==> config.mk <==
export PLATFORM = sky130hd
export DESIGN_NAME = fios_operand_loader
export DESIGN_NICKNAME = d
export VERILOG_FILES = /design/src/rtl/fios_pkg.sv /design/src/rtl/operand_bank.sv /design/src/rtl/fios_operand_loader.sv
export SDC_FILE = /design/constraint.sdc
export NUM_CORES = 1
export LEC_CHECK = 0
export BUFFER_PORTS_ARGS = -buffer_cell sky130_fd_sc_hd__buf_2
export CORE_ASPECT_RATIO = 0.5
export CORE_MARGIN = 2
export CORE_UTILIZATION = 58
export DETAILED_ROUTE_END_ITERATION = 12
export PLACE_DENSITY = 0.85
export SETUP_SLACK_MARGIN = 0.15
export SYNTH_ARGS = -nofsm -noshare
export SYNTH_HDL_FRONTEND = slang
export SYNTH_SLANG_ARGS = --single-unit
export TNS_END_PERCENT = 50
==> constraint.sdc <==
create_clock -name clock_i -period 3.48 [get_ports clock_i]
set_input_delay 0.174 -clock clock_i [delete_from_list [all_inputs] [get_ports clock_i]]
set_output_delay 0.174 -clock clock_i [all_outputs]
set_load 0.05 [all_outputs]
==> src/rtl/fios_pkg.sv <==
// Shared types and helpers for the FIOS operand loader and its storage banks.
package fios_pkg;

  localparam int WORD_W = 17;

  typedef enum logic [2:0] {
    LOAD_A,
    LOAD_B,
    LOAD_P,
    START,
    RUN
  } loader_state_t;

  // Circular increment over [0, lim-1].
  function automatic int unsigned wrap_inc(input int unsigned idx, input int unsigned lim);
    return (idx >= lim - 1) ? 0 : idx + 1;
  endfunction

endpackage

==> src/rtl/operand_bank.sv <==
// s-word operand store: one write port, one registered read port (rdata follows raddr by one cycle).
// Reset clears only the read register; the array contents survive reset.
module operand_bank
  import fios_pkg::*;
#(
  parameter int s      = 8,
  parameter int WORD_W = 17
) (
  input  logic                 clock_i,
  input  logic                 reset_i,
  input  logic                 we,
  input  logic [$clog2(s)-1:0] waddr,
  input  logic [WORD_W-1:0]    wdata,
  input  logic [$clog2(s)-1:0] raddr,
  output logic [WORD_W-1:0]    rdata
);

  logic [WORD_W-1:0] mem [s];

  always_ff @(posedge clock_i) begin
    if (we) mem[waddr] <= wdata;
  end

  always_ff @(posedge clock_i) begin
    if (reset_i) rdata <= '0;
    else         rdata <= mem[raddr];
  end

endmodule

==> src/rtl/fios_operand_loader.sv <==
// Loads A, B, P operands from a valid/ready stream, then pulses start_o one cycle after the last P word
// and serves the multiplier's A window / B / P requests; in_ready_o is low from START until done_i.
module fios_operand_loader
  import fios_pkg::*;
#(
  parameter int s     = 8,
  parameter int PE_NB = 8
) (
  input  logic                      clock_i,
  input  logic                      reset_i,
  input  logic                      in_valid_i,
  input  logic [WORD_W-1:0]         in_data_i,
  output logic                      in_ready_o,
  output logic                      start_o,
  output logic                      busy_o,
  input  logic                      a_shift_i,
  input  logic                      b_fetch_i,
  input  logic                      p_fetch_i,
  input  logic                      done_i,
  output logic [PE_NB*WORD_W-1:0]   a_o,
  output logic [WORD_W-1:0]         b_o,
  output logic [WORD_W-1:0]         p_o
);

  localparam int IDX_W = $clog2(s);
  localparam int AB_W  = $clog2(s + PE_NB);

  loader_state_t     state_q, state_d;
  logic [IDX_W-1:0]  load_cnt_q, load_cnt_d;
  logic [IDX_W-1:0]  b_idx_q, b_idx_d;
  logic [IDX_W-1:0]  p_idx_q, p_idx_d;
  logic [AB_W-1:0]   a_base_q, a_base_d;
  logic [AB_W-1:0]   a_idx;
  logic [WORD_W-1:0] a_mem [s];
  logic [PE_NB*WORD_W-1:0] a_win;
  logic              loading;
  logic              accept;
  int                a_sum;

  assign loading    = (state_q == LOAD_A) || (state_q == LOAD_B) || (state_q == LOAD_P);
  assign in_ready_o = !reset_i && loading;
  assign start_o    = !reset_i && (state_q == START);
  assign busy_o     = !reset_i && ((state_q == START) || (state_q == RUN));
  assign accept     = in_valid_i && in_ready_o;
  assign a_sum      = int'(a_base_q) + PE_NB;

  always_comb begin
    state_d    = state_q;
    load_cnt_d = load_cnt_q;
    a_base_d   = a_base_q;
    b_idx_d    = b_idx_q;
    p_idx_d    = p_idx_q;
    case (state_q)
      LOAD_A, LOAD_B, LOAD_P: begin
        if (accept) begin
          if (load_cnt_q == IDX_W'(s - 1)) begin
            load_cnt_d = '0;
            case (state_q)
              LOAD_A:  state_d = LOAD_B;
              LOAD_B:  state_d = LOAD_P;
              default: state_d = START;
            endcase
          end else begin
            load_cnt_d = load_cnt_q + 1'b1;
          end
        end
      end
      START: state_d = RUN;
      RUN: begin
        // done_i overrides any advance request issued in the same cycle
        if (done_i) begin
          state_d  = LOAD_A;
          a_base_d = '0;
          b_idx_d  = '0;
          p_idx_d  = '0;
        end else begin
          if (a_shift_i) a_base_d = (a_sum >= s) ? '0 : AB_W'(a_sum);
          if (b_fetch_i) b_idx_d = IDX_W'(wrap_inc(int'(b_idx_q), s));
          if (p_fetch_i) p_idx_d = IDX_W'(wrap_inc(int'(p_idx_q), s));
        end
      end
      default: state_d = LOAD_A;
    endcase
  end

  always_ff @(posedge clock_i) begin
    if (reset_i) begin
      state_q    <= LOAD_A;
      load_cnt_q <= '0;
      a_base_q   <= '0;
      b_idx_q    <= '0;
      p_idx_q    <= '0;
    end else begin
      state_q    <= state_d;
      load_cnt_q <= load_cnt_d;
      a_base_q   <= a_base_d;
      b_idx_q    <= b_idx_d;
      p_idx_q    <= p_idx_d;
    end
  end

  always_ff @(posedge clock_i) begin
    if (accept && (state_q == LOAD_A)) a_mem[load_cnt_q] <= in_data_i;
  end

  always_comb begin
    a_win = '0;
    a_idx = '0;
    for (int k = 0; k < PE_NB; k++) begin
      a_idx = a_base_q + AB_W'(k);
      if (a_idx < AB_W'(s)) a_win[k*WORD_W +: WORD_W] = a_mem[a_idx[IDX_W-1:0]];
    end
  end

  // Storage is not reset, so the window is masked until a loaded operand set is in use.
  assign a_o = busy_o ? a_win : '0;

  // Read ports follow the next-cycle pointer so a fetch is visible one cycle later.
  operand_bank #(.s(s), .WORD_W(WORD_W)) u_b_bank (
    .clock_i (clock_i),
    .reset_i (reset_i),
    .we      (accept && (state_q == LOAD_B)),
    .waddr   (load_cnt_q),
    .wdata   (in_data_i),
    .raddr   (b_idx_d),
    .rdata   (b_o)
  );

  operand_bank #(.s(s), .WORD_W(WORD_W)) u_p_bank (
    .clock_i (clock_i),
    .reset_i (reset_i),
    .we      (accept && (state_q == LOAD_P)),
    .waddr   (load_cnt_q),
    .wdata   (in_data_i),
    .raddr   (p_idx_d),
    .rdata   (p_o)
  );

endmodule

==> results.py, run 1 <==
metrics = {
    "pwr": {
        "combPwrFrac": 0.023,
        "p_sw_uw": 2140,
        "p_sw_frac": 0.201,
        "seqPwrFrac": 0.562,
        "power_frac_clock": 0.415,
        "pwr_density_cell_nw_per_um2": 531,
        "intPower_uw": 8540,
        "peakVddDrop_mv": 0.356,
        "leakagePower_uw": 0.00732,
    },
    "grt": {
        "grt_pass1_vias": 10300,
        "grt.overflow.total": 0,
        "grt_pass1_wl_um": 59800,
        "grt_max_degree": 108,
        "antenna_found_initial": 1,
        "grt_util_all_layers": 0.258,
    },
    "timing": {
        "rsz0062_at_grt": "false",
        "clock_skew_ns": 0.0132,
        "fin_ws_ns": 0.410,
        "min_period_ns": 3.07,
        "setup-tns-final_ns": 0,
        "hold_viol": 0,
        "fin_crit_sh": 0.882,
        "worst_pin_slew_ns": 1.24,
        "setup_viol": 0,
        "finalMaxSlewViolations": 0,
        "fmax_mhz": 326,
        "relSlewSlack": 0.170,
    },
    "final_layout": {
        "nFillCells": 1761,
        "drive_above_1_share": 0.241,
        "antennaDiodeCount": 0,
        "nets": 1327,
        "syn_to_final_growth_pct": 16.6,
    },
    "placement": {
        "io_buffer_count": 195,
        "gp_congestion": 0.798,
        "hpwl_um": 23100,
        "pre_cts_ws_ns": 0.604,
    },
    "setup_path": {
        "required_ns": 3.31,
        "cp-start-kind": "flop",
        "worstPathMaxFanout": 107,
        "end_kind": "output port",
        "critPathKind": "flop to output port",
        "cp.arrival_ns": 2.90,
    },
    "synth": {
        "ys.flop_type": "edfxtp_1",
        "synth_edf_count": 408,
        "ys_seq_elements": 455,
        "yosys.area.top_type": "edfxtp_1",
        "postSynthAreaPerCell_um2": 15.9,
        "syn_area_um2": 17200,
        "syn_inst": 1082,
        "yosys_warnings": 0,
        "synth.area.top_cells": "edfxtp_1, mux2i_1, dfxtp_1",
        "synth_top_area_frac": 0.710,
        "yosysUniqueCellTypes": 48,
        "synthesis.nets": 1112,
        "async_flop_share": 0,
        "synth_seq_area_share": 0.765,
    },
    "clock_network": {
        "post_cts_buffers": 0,
        "clockBufferDepth": 3,
        "clk_pin_slew_ns": 0.06,
        "htree_num_levels": 2,
        "cts-root-buf": "clkbuf_16",
        "worstSkewPairLatency_ns": 0.55,
        "ctsResizeCount": 0,
        "cts_buffers": 39,
        "cts_sinks": 455,
        "cts_tree": "yes",
    },
    "routing": {
        "via_count": 10100,
        "drtIter0Drc": 1104,
        "drcViolationCount": 0,
        "via_per_inst": 5.88,
        "wirelength_um": 40200,
        "wl_per_cell_um": 23.4,
        "antenna_left": 0,
        "drt-pass1-iter-count": 7,
    },
    "job": {
        "drv_cap": 0,
    },
    "die": {
        "io_pins": 197,
        "die_h_um": 126,
        "die_w_um": 248,
        "coreArea_um2": 29100,
        "initial_core_util": 0.592,
        "rows": 44,
        "die_area_um2": 31200,
    },
    "min_path": {
        "hp-class": "input pin to flop",
    },
    "run_status": {
        "status": "complete, no violations",
    },
}
## routing by layer
metal / vias to the layer above / track usage / wire [um]
met4: 0 / 0.0955 / 1000
met3: 96 / 0.0620 / 3870
li1: 4456 / - / -
met5: - / 0 / 0
met2: 540 / 0.427 / 19700
met1: 5015 / 0.337 / 15600
## power by group through the flow
stage	registers, uW	logic [uW]	clock network [uW]
floorplan	6150	67.5	0
global placement	6120	228	0
detailed placement	6120	241	0
CTS	6000	243	4460
global route	6000	258	4650
finish	6000	245	4440
## area by class of cell
cell class | count | area (um^2) | share of cell area
clock inverter | 18 | 189 | 0.00940
timing repair buffer | 234 | 1300 | 0.0645
tap | 391 | 489 | 0.0243
clock buffer | 54 | 1120 | 0.0559
multi-input combinational | 565 | 3810 | 0.189
inverter | 2 | 7.51 | 0.000373
sequential | 455 | 13200 | 0.656
## worst max-delay path, cell delays in order, from the launching register on
cell     delay, ns
dfxtp_1       0.46
or3b_1        0.51
a21o_1        0.30
inv_2         0.21
buf_12        0.33
and2_1        0.22
buf_2         0.27
## repair_timing
action / in CTS / in global routing
endpoints found under the hold margin: 2 / 0
hold buffers: 1 / 0
setup endpoints to repair: 0 / 0
## stage by stage
step | total power [uW] | instances | utilization | instance area (um^2) | hold WS (ns)
2_1_floorplan | 6220 | 1082 | - | 17300 | 0.273
3_3_place_gp | 6350 | 1646 | 0.645 | 18800 | 0.466
3_5_place_dp | 6360 | 1646 | 0.645 | 18800 | 0.479
4_1_cts | 10700 | 1719 | 0.690 | 20100 | 0.0309
5_1_grt | 10900 | 1719 | 0.690 | 20100 | 0.0612
6_report | 10700 | 1719 | 0.690 | 20100 | 0.0485
## cell usage after synthesis, types with 2 or more instances
library cell  count
a31oi_1           2
a21o_1            3
o22a_1           16
a21oi_1           3
mux2i_1         103
buf_4             4
o21ai_0          19
or3_1             3
clkbuf_1         38
edfxtp_1        408
nand2_1          77
nand2b_1          2
nand3b_1          7
nor3_1            2
o221ai_2         10
a21boi_0         15
ha_1              6
o221ai_1          6
nor3b_1           2
a21oi_2           2
a21boi_1          2
or3b_2            2
nor2b_1           3
buf_2            12
buf_1             2
and2_1          119
buf_6             2
nand3_1          41
nor2_1           88
dfxtp_1          47
inv_1             2
a32o_1           18
## placed cells by master (no fill, tap or decap), types with 3 or more instances in the layout
master	netlist	routed
mux2i_1	103	103
a21boi_0	15	15
dfxtp_1	47	47
clkbuf_8	0	5
clkbuf_1	38	8
nand3_1	41	41
buf_2	12	195
or3_1	3	3
and2_1	119	119
ha_1	6	6
edfxtp_1	408	408
a32o_1	18	17
bufinv_16	0	3
o22a_1	16	16
nor2_1	88	88
buf_4	4	36
nor2b_1	3	3
o221ai_1	6	6
o21ai_0	19	19
o221ai_2	10	10
nand3b_1	7	7
clkinv_2	0	8
nand2_1	77	77
clkbuf_16	0	41
## state kept, by name, indices dropped and copies added, names as in the netlist, named ones only
name	count
a_mem	136
b_idx_q	3
load_cnt_q	3
p_idx_q	3
state_q	3
u_b_bank.mem	136
u_b_bank.rdata	17
u_p_bank.mem	136
u_p_bank.rdata	17
## worst paths after layout
| path | from | endpoint | slack [ns] | cells after the start |
|---|---|---|---|---|
| max reg2reg | state_q[2] | u_p_bank.rdata[5] | 0.43 | 5 |
| min reg2reg | u_b_bank.mem[2][2] | u_b_bank.rdata[2] | 0.57 | 2 |
| max | state_q[2] | a_o[102] | 0.41 | 6 |
| min | reset_i | p_idx_q[0] | 0.05 | 2 |
## cell families (layout without fill, tap and decap cells)
group,count (synthesis),count (layout),synth area share
AND/OR/NAND/NOR,353,353,0.103
other,1,1,0.000217
AO/OA/AOI/OAI,101,101,0.0507
adder cells (fa/ha/maj),6,6,0.00435
multiplexers,104,104,0.0604
flip-flops,455,455,0.765
buffers and inverters,62,308,0.0164
No activity file was read; power rests on OpenSTA's default activity.
==> inputs of run 2 (changes only) <==
Settings changed: REMOVE_ABC_BUFFERS set to 1.
==> run 2 against run 1 <==
First-iteration DRC count shrank 3.9%. Flip-flop and latch count is the same. Worst hold slack gained 0.013 ns. Non-clock buffer count is the same. Fmax shrank 2.9%. Routed wire length shrank 1.8%. Cell count shrank 0.17%. Global-route usage shrank 0.39 points. Critical endpoint is now a_o[44]. Clock skew grew 0.0011 ns. Setup slack lost 0.091 ns. Utilization shrank 0.28 points. Cell area shrank 0.40%. Highest routed layer unchanged.
==> results.py, run 2 (synthesis results as in run 1) <==
metrics = {
    "routing": {
        "via_per_inst": 5.89,
        "wirelength_um": 39400,
        "drt-pass1-iter-count": 5,
        "via_count": 10100,
        "wl_per_cell_um": 23.0,
        "drtIter0Drc": 1061,
        "antenna_left": 0,
        "drcViolationCount": 0,
    },
    "die": {
        "rows": 44,
        "coreArea_um2": 29100,
        "die_w_um": 248,
        "die_area_um2": 31200,
        "die_h_um": 126,
        "io_pins": 197,
        "initial_core_util": 0.592,
    },
    "setup_path": {
        "end_kind": "output port",
        "max_stage_delay_ns": 0.52,
        "rr_startpoint": "state_q[2]",
        "worstPathMaxFanout": 104,
        "cp-start-kind": "flop",
        "reg2reg_slack_ns": 0.57,
        "rr_endpoint": "u_p_bank.rdata[10]",
        "cp_num_cells": 7,
        "path_buf_inv": 4,
        "critPathKind": "flop to output port",
        "crit_path_top_delay_cell": "or3b_1",
        "required_ns": 3.31,
        "cp.arrival_ns": 2.99,
        "path_delay_family": "buffers and inverters",
        "rr_worst_depth": 5,
        "path_cells": "or3b_1 -> a21o_1 -> buf_4 -> clkinv_2 -> buf_16 -> and2_1 -> buf_2",
    },
    "timing": {
        "fmax_mhz": 316,
        "relSlewSlack": 0.209,
        "min_period_ns": 3.16,
        "hold_viol": 0,
        "setup_viol": 0,
        "fin_crit_sh": 0.908,
        "clock_skew_ns": 0.0144,
        "worst_hold_slack_ns": 0.0612,
        "rsz0062_at_grt": "false",
        "finalMaxSlewViolations": 0,
        "worst_pin_slew_ns": 1.19,
        "fin_ws_ns": 0.319,
    },
    "pwr": {
        "combPwrFrac": 0.023,
        "leakagePower_uw": 0.00728,
        "intPower_uw": 8400,
        "p_sw_frac": 0.200,
        "fin_total_pwr_uw": 10500,
        "pwr_density_cell_nw_per_um2": 525,
        "peakVddDrop_mv": 0.304,
        "seqPwrFrac": 0.571,
        "p_sw_uw": 2110,
        "power_frac_clock": 0.406,
    },
    "clock_network": {
        "cts_sinks": 455,
        "clk_pin_slew_ns": 0.07,
        "cts-root-buf": "clkbuf_16",
        "worstSkewPairLatency_ns": 0.54,
        "cts_buffers": 38,
        "htree_num_levels": 2,
        "cts_tree": "yes",
        "post_cts_buffers": 0,
        "clockBufferDepth": 3,
    },
    "min_path": {
        "whs_path_depth": 2,
        "holdPathEnd": "b_idx_q[1]",
        "min-delay-start": "reset_i",
        "hp-class": "input pin to flop",
    },
    "final_layout": {
        "nFillCells": 1707,
        "nets": 1326,
        "drive_above_1_share": 0.239,
        "mostFrequentLayoutCells": "edfxtp_1, buf_2, and2_1, mux2i_1, nor2_1",
        "seqCellArea_um2": 13200,
        "largest_registers": "a_mem (136), u_b_bank.mem (136), u_p_bank.mem (136)",
        "multiInputGateArea_um2": 3790,
        "final_common_cell": "edfxtp_1",
        "syn_to_final_growth_pct": 16.1,
    },
    "placement": {
        "io_buffer_count": 195,
        "hpwl_um": 22700,
        "pre_cts_ws_ns": 0.686,
        "gp_congestion": 0.776,
    },
    "job": {
        "drv_cap": 0,
    },
    "grt": {
        "grt.overflow.total": 0,
        "grt_max_degree": 105,
        "antenna_found_initial": 0,
        "grt_pass1_wl_um": 59400,
        "grt_pass1_vias": 10400,
        "grt_util_all_layers": 0.254,
    },
    "run_status": {
        "status": "complete, no violations",
    },
}
run 2: how the worst max path moves through the flow:
stage / from / end / slack (ns)
3_5_place_dp: state_q[2] / u_p_bank.rdata[1] / 0.69
6_report: state_q[2] / a_o[44] / 0.32
3_3_place_gp: state_q[2] / u_p_bank.rdata[11] / 0.81
4_1_cts: state_q[2] / a_o[119] / 0.28
5_1_grt: state_q[2] / a_o[86] / 0.20
2_1_floorplan: b_idx_q[0] / u_b_bank.rdata[11] / -0.64
run 2: timing repair:
item,4_1_cts,5_1_grt
endpoints found under the setup margin,0,17
endpoints found under the hold margin,2,0
hold buffers,1,0
resized for setup,0,2
run 2: metal layers:
layer | wire (um) | track usage | vias to the layer above
li1 | - | - | 4456
met1 | 15000 | 0.320 | 5092
met2 | 20500 | 0.447 | 458
met3 | 2470 | 0.0332 | 105
met4 | 1460 | 0.108 | 0
met5 | 0 | 0 | -
run 2: through the flow:
stage,utilization,setup TNS (ns),std cells,area (um^2)
3_5_place_dp,0.644,0,1646,18800
2_1_floorplan,-,-134.10,1022,17000
4_1_cts,0.687,0,1715,20000
3_3_place_gp,0.644,0,1646,18800
6_report,0.688,0,1716,20000
5_1_grt,0.688,0,1715,20000
run 2: final cells by class:
cell class | instances | area share
Clock buffer | 46 | 0.0522
Multi-Input combinational cell | 565 | 0.189
Clock inverter | 22 | 0.00950
Sequential cell | 455 | 0.659
Inverter | 2 | 0.000437
Timing Repair Buffer | 234 | 0.0651
Antenna cell | 1 | 0.000125
Tap cell | 391 | 0.0244
run 2: power groups by stage:
| stage | registers [uW] | logic, uW | clock network, uW |
|---|---|---|---|
| 2_1_floorplan | 6160 | 52.4 | 0 |
| 6_report | 6000 | 237 | 4270 |
| 3_3_place_gp | 6120 | 221 | 0 |
| 5_1_grt | 6000 | 251 | 4500 |
| 4_1_cts | 6000 | 236 | 4310 |
| 3_5_place_dp | 6120 | 233 | 0 |
==> inputs of run 3 (changes only) <==
Settings changed: HOLD_SLACK_MARGIN set to 0.02, PLACE_DENSITY 0.85 to 0.79.
==> run 3 against run 2 <==
Clock power grew 8.2%. Non-clock buffer count is 1 lower. Power grew 3.3%. Sequential power hardly changed. Cell count stayed put. Clock skew is 0.0014 ns lower. Clock-buffer cell count grew 12. Critical path depth shrank 1. Routed wire length fell by 2.3%. Critical endpoint is now a_o[54]. Largest cell class unchanged. Largest power group unchanged.
==> results.py, run 3 (synthesis results as in run 1) <==
metrics = {
    "job": {
        "drv_cap": 0,
    },
    "final_layout": {
        "drive_above_1_share": 0.240,
        "largest_registers": "a_mem (136), u_b_bank.mem (136), u_p_bank.mem (136)",
        "final_common_cell": "edfxtp_1",
        "nFillCells": 1821,
        "mostFrequentLayoutCells": "edfxtp_1, buf_2, and2_1, mux2i_1, nor2_1",
        "final_core_util": 0.693,
        "design_area_um2": 20200,
        "nets": 1325,
        "syn_to_final_growth_pct": 17.0,
        "antennaDiodeCount": 0,
    },
    "routing": {
        "wl_per_cell_um": 22.4,
        "drt-pass1-iter-count": 5,
        "antenna_left": 0,
        "wirelength_um": 38500,
        "drtIter0Drc": 1066,
        "via_per_inst": 5.79,
        "via_count": 9932,
        "drcViolationCount": 0,
    },
    "grt": {
        "grt_pass1_vias": 9891,
        "grt_util_all_layers": 0.249,
        "grt_pass1_wl_um": 57700,
        "antenna_found_initial": 1,
        "grt.overflow.total": 0,
        "grt_max_degree": 79,
    },
    "timing": {
        "setup_viol": 0,
        "min_period_ns": 3.18,
        "hold_viol": 0,
        "fmax_mhz": 315,
        "clock_skew_ns": 0.0130,
        "rsz0062_at_grt": "false",
        "fin_ws_ns": 0.303,
        "fin_crit_sh": 0.913,
        "setup-tns-final_ns": 0,
        "finalMaxSlewViolations": 0,
        "worst_hold_slack_ns": 0.0461,
        "relSlewSlack": 0.182,
        "worst_pin_slew_ns": 1.22,
    },
    "placement": {
        "io_buffer_count": 195,
        "pre_cts_ws_ns": 0.413,
        "hpwl_um": 21600,
        "placed_cell_area_um2": 18800,
        "gp_congestion": 0.790,
    },
    "die": {
        "die_w_um": 248,
        "die_area_um2": 31200,
        "rows": 44,
        "coreArea_um2": 29100,
        "io_pins": 197,
        "initial_core_util": 0.592,
        "die_h_um": 126,
    },
    "pwr": {
        "intPower_uw": 8770,
        "p_sw_uw": 2080,
        "combPwrFrac": 0.022,
        "peakVddDrop_mv": 0.307,
        "seqPwrFrac": 0.553,
        "power_frac_clock": 0.425,
        "leakagePower_uw": 0.00734,
        "p_sw_frac": 0.192,
        "pwr_density_cell_nw_per_um2": 538,
    },
    "setup_path": {
        "end_kind": "output port",
        "worstPathMaxFanout": 78,
        "critPathKind": "flop to output port",
        "cp.arrival_ns": 3.00,
        "required_ns": 3.31,
        "rr_worst_depth": 6,
        "cp-start-kind": "flop",
    },
    "clock_network": {
        "htree_num_levels": 2,
        "cts-root-buf": "clkbuf_16",
        "clockBufferDepth": 3,
        "cts_buffers": 38,
        "worstSkewPairLatency_ns": 0.54,
        "clk_pin_slew_ns": 0.07,
        "cts_tree": "yes",
        "cts_sinks": 455,
    },
    "min_path": {
        "hp-class": "input pin to flop",
        "whs_path_depth": 2,
    },
    "run_status": {
        "status": "complete, no violations",
    },
}
==> run 3: cell types whose count changed in the layout (fill, tap and decap cells not counted), sizes merged <==
cell / before / now
diode: 1 / 0
clkinv: 17 / 6
buf: 233 / 232
clkbuf: 46 / 58
clkinvlp: 2 / 1
bufinv: 3 / 5
==> run 3: worst max-delay path: stages, from the launching register on <==
cell,delay [ns]
dfxtp_1,0.44
or3b_1,0.51
a21o_2,0.46
inv_8,0.27
buf_12,0.27
and2_1,0.18
buf_2,0.26
==> run 3: power groups by stage <==
stage	clock [uW]	sequential, uW	combinational [uW]
2_1_floorplan	0	6160	52.4
3_3_place_gp	0	6120	222
3_5_place_dp	0	6120	231
4_1_cts	4650	6000	233
5_1_grt	4860	6000	248
6_report	4620	6000	234
==> run 3: metrics by stage <==
step | power, uW | instances
global route | 11100 | 1716
detailed placement | 6350 | 1645
global placement | 6340 | 1645
CTS | 10900 | 1716
finish | 10900 | 1716
floorplan | 6210 | 1022
==> run 3: cell type report <==
class | instances | area (um^2) | area share
Tap cell | 391 | 489 | 0.0242
Multi-Input combinational cell | 565 | 3790 | 0.188
Timing Repair Buffer | 233 | 1310 | 0.0651
Inverter | 2 | 15.0 | 0.000744
Clock buffer | 58 | 1190 | 0.0590
Sequential cell | 455 | 13200 | 0.654
Clock inverter | 12 | 185 | 0.00918
==> run 3: layer usage <==
layer / GRT usage / wire, um / vias up
met5: 0 / 0 / -
met4: 0.0824 / 997 / 0
met3: 0.0373 / 2380 / 82
met2: 0.418 / 19500 / 396
met1: 0.337 / 15600 / 5009
li1: - / - / 4445
==> run 3: repair_timing <==
| item | CTS | global route |
|---|---|---|
| endpoints found under the setup margin | 119 | 5 |
| hold buffers | 1 | 0 |
| buffers inserted | 0 | 0 |
| hold endpoints to repair | 3 | 0 |
| gates resized for setup | 3 | 1 |
==> run 3: worst paths after layout <==
kind | start | end | slack, ns
setup / recovery | state_q[2] | a_o[54] | 0.30
setup reg to reg | state_q[2] | u_b_bank.rdata[4] | 0.63
hold / removal | reset_i | p_idx_q[0] | 0.05
hold reg to reg | state_q[2] | state_q[1] | 0.56
